### src/rtl/chi_stage.sv
// Keccak chi step on one 25-bit slice per cycle, with a one-deep output register
// and slice/round tagging for the downstream addRC stage.
module chi_stage #(
   parameter int SLICES = 64,
   parameter int ROUNDS = 24
) (
   input  logic        clk,
   input  logic        rst,
   input  logic        in_valid,
   output logic        in_ready,
   input  logic [24:0] in_slice,
   output logic        out_valid,
   input  logic        out_ready,
   output logic [24:0] out_slice,
   output logic [5:0]  out_line_index,
   output logic [4:0]  out_iteration,
   output logic        out_last,
   output logic        round_done
);

   logic        out_valid_q, out_valid_d;
   logic [24:0] out_slice_q, out_slice_d;
   logic [5:0]  out_line_q, out_line_d;
   logic [4:0]  out_iter_q, out_iter_d;
   logic        out_last_q, out_last_d;
   logic        round_done_q, round_done_d;
   logic [5:0]  slice_cnt_q, slice_cnt_d;
   logic [4:0]  round_cnt_q, round_cnt_d;

   logic        accept, take, slice_end;
   logic [24:0] chi;

   // Each 5-bit row is transformed independently.
   always_comb begin
      chi = '0;
      for (int y = 0; y < 5; y++) begin
         for (int x = 0; x < 5; x++) begin
            chi[x + 5*y] = in_slice[x + 5*y] ^
                           (~in_slice[((x + 1) % 5) + 5*y] & in_slice[((x + 2) % 5) + 5*y]);
         end
      end
   end

   assign in_ready  = ~out_valid_q | out_ready;
   assign accept    = in_valid & in_ready;
   assign take      = out_valid_q & out_ready;
   assign slice_end = (slice_cnt_q == 6'(SLICES - 1));

   always_comb begin
      out_valid_d  = out_valid_q;
      out_slice_d  = out_slice_q;
      out_line_d   = out_line_q;
      out_iter_d   = out_iter_q;
      out_last_d   = out_last_q;
      slice_cnt_d  = slice_cnt_q;
      round_cnt_d  = round_cnt_q;
      round_done_d = take & out_last_q;
      if (accept) begin
         out_valid_d = 1'b1;
         out_slice_d = chi;
         out_line_d  = slice_cnt_q;
         out_iter_d  = round_cnt_q;
         out_last_d  = slice_end;
         slice_cnt_d = slice_end ? 6'd0 : slice_cnt_q + 6'd1;
         if (slice_end)
            round_cnt_d = (round_cnt_q == 5'(ROUNDS - 1)) ? 5'd0 : round_cnt_q + 5'd1;
      end else if (take) begin
         out_valid_d = 1'b0;
      end
   end

   always_ff @(posedge clk) begin
      if (rst) begin
         out_valid_q  <= 1'b0;
         out_slice_q  <= '0;
         out_line_q   <= '0;
         out_iter_q   <= '0;
         out_last_q   <= 1'b0;
         round_done_q <= 1'b0;
         slice_cnt_q  <= '0;
         round_cnt_q  <= '0;
      end else begin
         out_valid_q  <= out_valid_d;
         out_slice_q  <= out_slice_d;
         out_line_q   <= out_line_d;
         out_iter_q   <= out_iter_d;
         out_last_q   <= out_last_d;
         round_done_q <= round_done_d;
         slice_cnt_q  <= slice_cnt_d;
         round_cnt_q  <= round_cnt_d;
      end
   end

   assign out_valid      = out_valid_q;
   assign out_slice      = out_slice_q;
   assign out_line_index = out_line_q;
   assign out_iteration  = out_iter_q;
   assign out_last       = out_last_q;
   assign round_done     = round_done_q;

endmodule

### config.mk
export PLATFORM = sky130hd
export DESIGN_NAME = chi_stage
export DESIGN_NICKNAME = d
export VERILOG_FILES = /design/src/rtl/chi_stage.sv
export SDC_FILE = /design/constraint.sdc
export NUM_CORES = 1
export LEC_CHECK = 0
export ABC_AREA = 1
export ABC_CLOCK_PERIOD_IN_PS = 1100
export BUFFER_PORTS_ARGS = -buffer_cell sky130_fd_sc_hd__buf_2
export CELL_PAD_IN_SITES_DETAIL_PLACEMENT = 0
export CELL_PAD_IN_SITES_GLOBAL_PLACEMENT = 2
export CORE_MARGIN = 2
export CORE_UTILIZATION = 25
export CTS_CLUSTER_SIZE = 10
export DETAILED_ROUTE_END_ITERATION = 16
export PLACE_DENSITY_LB_ADDON = 0.1
export SETUP_SLACK_MARGIN = 0.4
export SYNTH_ARGS = -nofsm -noshare
export SYNTH_HDL_FRONTEND = slang
export SYNTH_SLANG_ARGS = --single-unit
### constraint.sdc
create_clock -name clk -period 1.1 [get_ports clk]
set_input_delay 0.33 -clock clk [delete_from_list [all_inputs] [get_ports clk]]
set_output_delay 0.33 -clock clk [all_outputs]
set_load 0.005 [all_outputs]
==> results of run 1 <==
[report_power, final]
group	switching [uW]	total, uW	leakage (uW)	internal, uW
combinational	474	1060	0.00126	582
sequential	86.0	2030	0.000426	1950
clock	641	1150	0.0000482	510
[timing repair]
item	CTS	global route
buffers inserted	6	20
gates resized for setup	61	82
gates cloned	0	6
pin swaps	6	16
endpoints found under the setup margin	89	89
[cells by family (layout without fill, tap and decap cells)]
family	count (synthesis)	count (layout)	synth area share
compound gates	82	82	0.1916
simple gates	80	80	0.1524
flops	50	50	0.4548
buf+inv	41	157	0.08641
xor+xnor	26	26	0.1035
fa+ha+maj	2	2	0.01137
[cell type report]
cell class	instances	area [um^2]
Fill cell	906	4768
Multi-Input combinational cell	190	1360
Timing Repair Buffer	121	1105
Sequential cell	50	1056
Tap cell	108	135.1
Inverter	28	120.1
Clock buffer	7	86.33
Clock inverter	1	5.005
[through the flow]
step                hold slack [ns]  power, uW
detailed placement           0.4423       2711
finish                       0.2951       4240
global placement             0.4420       2712
global route                 0.2830       4455
CTS                          0.2935       3943
floorplan                    0.4483       2403
[layer usage]
metal	wire, um	vias up
met1	3143	1018
met2	3147	39
met4	36	0
met5	0	-
met3	315	2
li1	-	1142
[worst max path at each step]
| stage | startpoint | endpoint | cells after the start |
|---|---|---|---|
| 2_1_floorplan | slice_cnt_q[1] | round_cnt_q[3] | 8 |
| 3_3_place_gp | out_ready | out_slice[14] | 7 |
| 3_5_place_dp | out_ready | out_slice[12] | 7 |
| 4_1_cts | out_valid | in_ready | 2 |
| 5_1_grt | out_valid | round_cnt_q[3] | 6 |
| 6_report | out_valid | slice_cnt_q[5] | 7 |
[synth_stat cells]
cell,count,area (um^2)
o21ai_1,23,115.1
nand2_2,1,6.260
buf_6,4,45.04
nor2_4,1,11.26
a21oi_1,42,210.2
inv_2,2,7.510
xor2_1,26,227.7
nand3_2,1,10.01
buf_2,5,25.02
inv_1,26,97.59
o21ai_0,15,75.07
ha_1,2,25.02
a21oi_2,1,8.760
nand2_1,37,138.9
nor2_1,26,97.59
nor2_2,1,6.260
nor3_1,4,20.02
a211oi_2,1,12.51
clkbuf_1,4,15.01
nand3_1,9,45.04
dfxtp_1,50,1001
[worst min-delay path: stages]
cell,delay (ns)
buf_2,0.11
inv_2,0.08
a21oi_2,0.05
[sequential cells by signal, indices dropped and copies added (netlist names)]
signal / cells
round_cnt_q: 5
out_line_index: 6
out_valid: 1
out_last: 1
out_iteration: 5
slice_cnt_q: 6
round_done: 1
out_slice: 25
==> results.toml, run 1 <==
[global_route]
grt_max_degree = 27
grt_first_pass_wirelength_um = 9025
grt_pass1_vias = 1912
globalRoute.totalOverflow = 0
grt.met3_usage = 0.04080
antenna_found_initial = 0
grt_util_met1 = 0.1525
grt.total_usage = 0.1151
grt_util_met2 = 0.1776
top_usage_layer = "met2"

[final_layout]
final_cell_mix = "buf_2 (54), dfxtp_2 (41), nand2_1 (31)"
drive_above_1_share = 0.6247
mostFrequentLayoutCell = "buf_2"
antenna_cells = 0
utilization = 0.4478
design_area_um2 = 3867
fin_cells = 505
fin_nets = 427
area_growth_pct = 75.72

[outcome]
failed_checks = "setup timing"
status = "complete, but fails checks"

[worst_setup_path]
cp_top_family = "flip-flops"
worstSetupPathType = "register to register"
r2r_end = "slice_cnt_q[5]"
arrival_ns = 1.48
required_ns = 1.34
cp_cell_sequence = "a21oi_4 -> buf_4 -> clkbuf_16 -> buf_6 -> a21oi_2 -> nand2_1 -> a21oi_1"
end_kind = "register"
crit_fanout = 6
slowest_stage = "dfxtp_4"
worstSetupStartpointType = "register"
crit_buf_inv = 3
r2r_start = "out_valid"
ff2ff_path_depth = 7
r2r_slack_ns = -0.14
critPathMaxStageDelay_ns = 0.40

[route]
viasPerCell = 4.358
postRouteAntennaNets = 0
first_pass_iters = 4
wl_um = 6643
dr_total_vias = 2201
first_iter_violations = 37
drc = 0
routedWlPerCell_um = 13.15

[floorplanning]
fp-row-count = 34
core_um2 = 8636
ios = 69
start_util = 0.2549
die_w_um = 97.83
die-area_um2 = 9570
die_height_um = 97.83

[synthesis]
ys_seq_area_frac = 0.4548
synth_area_um2 = 2201
avgSynthCellArea_um2 = 7.832
synthDistinctLibCells = 21
syn-num-nets = 312
synth_seq_cells = 50
yosysWarnings = 0
syn-instance-count = 281

[clocking]
htree_levels = 2
cts_made_buffers = 5
cts_max_path_buffers = 2
tritoncts = "done"
cts.root.buffer_cell = "clkbuf_8"
cts.clk_slew.worst_paths_ns = 0.10
cts_hold_buffers = 0
clock_latency_ns = 0.30
clock_sinks = 50

[power]
ir_worst_vdd_uv = 543.9
p_leak_uw = 0.001736
power.density_nw_per_um2 = 1096

[min_path]
min_path_type = "input port to register"
min_from = "in_valid"
hold_depth = 3
hold_end = "out_valid"

[sta]
max-slew-margin-rel = 0.8594
min_period_over_period = 1.123
fmax_ghz = 0.8093
setup_slack_ns = -0.1357
tightestPinTransition_ns = 0.2109
clock-skew-final_ns = 0.008386
finalSetupViolCount = 48
slew_viol_final = 0
tns_ns = -3.582
rsz0062_at_grt = "true"
finalHoldViolCount = 0
period_minus_slack_ns = 1.236

[job]
drv_cap = 0

[placed_design]
place_area_um2 = 2939
hpwlAfterDp_um = 4017
gp_congestion = 0.7712
dpl.cell_count = 465
io_buffers = 68
detailedPlace.worstSlack_ns = -0.2109
Note: power is estimated with default switching activity, not from simulation.
==> run 2, diff against run 1 <==
ABC_CLOCK_PERIOD_IN_PS = 1350   (was 1100)
CORE_UTILIZATION = 28   (was 25)
SKIP_CTS_REPAIR_TIMING = 1   (was unset)
clock period = 1.35 ns   (was 1.1 ns; I/O delays follow)
==> run 2 against run 1 <==
  * Via count is 8.1% lower
  * The run now ends clean
  * Largest cell class unchanged
  * Clock power shrank 9.6%
  * Highest routed layer unchanged
  * Power down 23%
  * Combinational power down 47%
  * Clock skew down 0.0036 ns
  * Cell area shrank 18%
  * First-iteration DRC count grew 84%
  * Critical path depth down 5
==> results.toml, run 2 (synthesis results as in run 1) <==
[outcome]
status = "finished clean"

[floorplanning]
start_util = 0.2863
die_w_um = 92.66
die-area_um2 = 8585
ios = 69
die_height_um = 92.66
core_um2 = 7687
fp-row-count = 32

[clocking]
tritoncts = "done"
cts_max_path_buffers = 2
clock_sinks = 50
cts_made_buffers = 5
htree_levels = 2
clock_latency_ns = 0.30
cts.root.buffer_cell = "clkbuf_8"
cts.clk_slew.worst_paths_ns = 0.09

[final_layout]
num-fill-cells = 834
fin_nets = 393
antenna_cells = 0
fin_cells = 465
drive_above_1_share = 0.4380
design_area_um2 = 3153
mostFrequentLayoutCell = "buf_2"
area_growth_pct = 43.26
largest_reg_flops = 25
utilization = 0.4102
final_cell_mix = "buf_2 (58), a21oi_1 (39), dfxtp_2 (37)"

[global_route]
grt_util_met2 = 0.2080
grt_pass1_vias = 1860
top_usage_layer = "met2"
grt_first_pass_wirelength_um = 8583
grt.met3_usage = 0.03336
grt_max_degree = 31
grt_util_met1 = 0.1561
grt.total_usage = 0.1240
globalRoute.totalOverflow = 0
antenna_found_initial = 0

[route]
drc = 0
wl_um = 5276
dr_total_vias = 2023
routedWlPerCell_um = 11.35
first_iter_violations = 68
first_pass_iters = 4
postRouteAntennaNets = 0
viasPerCell = 4.351

[placed_design]
dpl.cell_count = 452
io_buffers = 68
hpwlAfterDp_um = 3820
gp_congestion = 0.7422
place_area_um2 = 2848

[worst_setup_path]
cp_cell_sequence = "nand2_4 -> buf_2"
worstSetupStartpoint = "out_valid"
crit_buf_inv = 1
cp_top_family = "flip-flops"
crit_fanout = 4
end_kind = "output pin"
arrival_ns = 0.86
worstSetupPathType = "register to output pin"
r2r_start = "out_valid"
critPathMaxStageDelay_ns = 0.37
ff2ff_path_depth = 6
required_ns = 0.95
worstSetupStartpointType = "register"
cp_num_cells = 2
slowest_stage = "dfxtp_4"

[min_path]
hold_depth = 3
min_path_type = "input port to register"
min_from = "in_valid"

[sta]
rsz0062_at_grt = "true"
fmax_ghz = 0.7883
slew_viol_final = 0
period_minus_slack_ns = 1.269
tightestPinTransition_ns = 0.2164
max-slew-margin-rel = 0.8557
clock-skew-final_ns = 0.004787
finalHoldViolCount = 0
finalSetupViolCount = 0
min_period_over_period = 0.9397

[power]
switching_share = 0.2517
power.density_nw_per_um2 = 1031
p_leak_uw = 0.001430
p_switching_uw = 818.4
comb_power_share = 0.174
ir_worst_vdd_uv = 446.2
internal-power_uw = 2433
clock_power_share = 0.321
pwr-share-seq = 0.506

[job]
drv_cap = 0
run 2: power groups by stage:
stage | Combinational, uW | Sequential (uW) | Clock [uW]
2_1_floorplan | 275 | 1660 | 0
3_3_place_gp | 527 | 1660 | 0
3_5_place_dp | 529 | 1660 | 0
4_1_cts | 532 | 1630 | 1090
5_1_grt | 634 | 1660 | 1150
6_report | 564 | 1640 | 1040
run 2: area by class of cell:
type / instances / area (um^2) / share of cell area
multi-input cells: 190 / 1104 / 0.3500
flip-flops and latches: 50 / 1059 / 0.3357
repair buffers: 87 / 636.9 / 0.2020
well taps: 102 / 127.6 / 0.04048
inverters: 28 / 120.1 / 0.03810
clock buffers: 7 / 76.32 / 0.02421
clock inverters: 1 / 30.03 / 0.009524
run 2: worst paths after layout:
path,endpoint,slack (ns)
setup / recovery,in_ready,0.08
hold / removal,out_valid,0.39
setup reg to reg,out_slice[2],0.12
hold reg to reg,round_done,0.46
run 2: metrics by stage:
step / hold slack (ns) / setup TNS [ns] / setup WS [ns] / power (uW)
2_1_floorplan: 0.4510 / 0 / 0.2800 / 1938
3_3_place_gp: 0.4475 / 0 / 0.002942 / 2188
3_5_place_dp: 0.4531 / -0.1681 / -0.01817 / 2188
4_1_cts: 0.3761 / -0.003212 / -0.003212 / 3255
5_1_grt: 0.3929 / 0 / 0.03281 / 3437
6_report: 0.3869 / 0 / 0.08143 / 3251
run 2: routing by layer:
metal  up-vias  share of wire
met5         -              0
met4         0         0.0087
met3         4          0.042
met2        34           0.47
met1       911           0.48
li1       1074              -
run 2: worst register-to-register path, stage by stage (launching register included):
cell and delay [ns]:
dfxtp_4 0.37, buf_4 0.14, a21oi_4 0.14, buf_12 0.18, buf_12 0.16, o21ai_1 0.06, a21oi_1 0.12
==> run 3, diff against run 2 <==
RECOVER_POWER = 50   (was unset)
==> run 3 against run 2 <==
  * Core utilization shrank 0.65 points
  * Via count fell by 0.25%
  * Register-to-register slack about the same
  * First-iteration DRC count grew 1.5%
  * Clock skew about the same
  * Maximum frequency grew 0.56%
==> results.toml, run 3 (synthesis results as in run 1) <==
[outcome]
status = "finished clean"

[min_path]
min_path_type = "input port to register"

[route]
wl_um = 5278
wl_met2_um = 2498
routed.top_layer = "met4"
routedWlPerCell_um = 11.35
first_iter_violations = 69
dr_wl_met3_um = 226
dr_total_vias = 2018
drc = 0
first_pass_iters = 4
viasPerCell = 4.340
postRouteAntennaNets = 0
met1_length_um = 2522

[worst_setup_path]
slowest_stage = "dfxtp_4"
worstSetupStartpointType = "register"
r2r_start = "out_valid"
r2r_slack_ns = 0.12
arrival_ns = 0.86
cp_num_cells = 2
end_kind = "output pin"
critPathMaxStageDelay_ns = 0.38
r2r_end = "round_cnt_q[3]"
cp_cell_sequence = "nand2_4 -> buf_2"
worstSetupPathType = "register to output pin"
cp_top_family = "flip-flops"
crit_buf_inv = 1
ff2ff_path_depth = 6
setup.worst_path.end = "in_ready"
crit_fanout = 4
worstSetupStartpoint = "out_valid"
required_ns = 0.95

[placed_design]
hpwlAfterDp_um = 3820
gp_congestion = 0.7422
dpl.cell_count = 452
io_buffers = 68

[sta]
max-slew-margin-rel = 0.8557
finalSetupViolCount = 0
min_period_over_period = 0.9344
tightestPinTransition_ns = 0.2164
rsz0062_at_grt = "true"
period_minus_slack_ns = 1.262
fmax_ghz = 0.7927
slew_viol_final = 0
clock-skew-final_ns = 0.004748
finalHoldViolCount = 0

[final_layout]
num-fill-cells = 854
fin_nets = 393
antenna_cells = 0
fin_cells = 465
drive_above_1_share = 0.3388
final_cell_mix = "buf_2 (58), dfxtp_1 (44), a21oi_1 (39)"
area_growth_pct = 40.99
mostFrequentLayoutCell = "buf_2"
largest_reg_flops = 25

[clocking]
cts.clk_slew.worst_paths_ns = 0.09
clock_sinks = 50
cts.root.buffer_cell = "clkbuf_8"
cts_made_buffers = 5
htree_levels = 2
cts_max_path_buffers = 2
clock_latency_ns = 0.29
tritoncts = "done"

[power]
switching_share = 0.2522
clock_power_share = 0.322
ir_worst_vdd_uv = 448.0
comb_power_share = 0.174
power.density_nw_per_um2 = 1041
pwr-share-seq = 0.504
internal-power_uw = 2416
fin_total_pwr_uw = 3231
p_switching_uw = 814.8
p_leak_uw = 0.001417

[global_route]
grt_first_pass_wirelength_um = 8583
antenna_found_initial = 0
grt_max_degree = 31
globalRoute.totalOverflow = 0
grt.total_usage = 0.1240
grt_pass1_vias = 1860

[floorplanning]
die-area_um2 = 8585
core_um2 = 7687
die_w_um = 92.66
fp-row-count = 32
ios = 69
start_util = 0.2863
die_height_um = 92.66

[job]
drv_cap = 0
[run 3: how the worst min path moves through the flow]
stage	startpoint	to	depth (start not counted)	slack (ns)
detailed placement	out_last	round_done	2	0.45
CTS	in_valid	out_valid	3	0.38
finish	in_valid	out_valid	3	0.39
global placement	out_line_index[0]	out_line_index[0]	2	0.45
global route	in_valid	out_valid	3	0.39
floorplan	out_last	round_done	2	0.45
[run 3: worst min-delay path, stage by stage]
cell and delay, ns:
buf_2 0.11, inv_2 0.07, a21oi_1 0.06
[run 3: stage by stage]
stage / setup WS (ns) / setup TNS (ns) / hold slack [ns] / instance area [um^2] / util
after global placement: 0.002942 / 0 / 0.4475 / 2848 / 0.3704
final: 0.08850 / 0 / 0.3884 / 3103 / 0.4036
after floorplan: 0.2800 / 0 / 0.4510 / 2285 / -
after detailed placement: -0.01817 / -0.1681 / 0.4531 / 2848 / 0.3704
after global routing: 0.03510 / 0 / 0.3929 / 3103 / 0.4036
after CTS: -0.003212 / -0.003212 / 0.3761 / 2954 / 0.3843
[run 3: final cells by class]
type,count,area [um^2],area share
multi-input cells,190,1096,0.3532
flip-flops and latches,50,1016,0.3274
repair buffers,87,636.9,0.2052
well taps,102,127.6,0.04113
inverters,28,120.1,0.03871
clock buffers,7,76.32,0.02460
clock inverters,1,30.03,0.009677
[run 3: metal layers]
metal / vias to the layer above / track usage
met5: - / 0
met4: 0 / 0.03676
met3: 2 / 0.03336
met2: 34 / 0.2080
met1: 909 / 0.1561
li1: 1073 / -
[run 3: power groups by stage]
stage / sequential [uW] / clock [uW] / combinational, uW
floorplan: 1660 / 0 / 275
finish: 1630 / 1040 / 562
global route: 1640 / 1150 / 632
CTS: 1630 / 1090 / 532
detailed placement: 1660 / 0 / 529
global placement: 1660 / 0 / 527
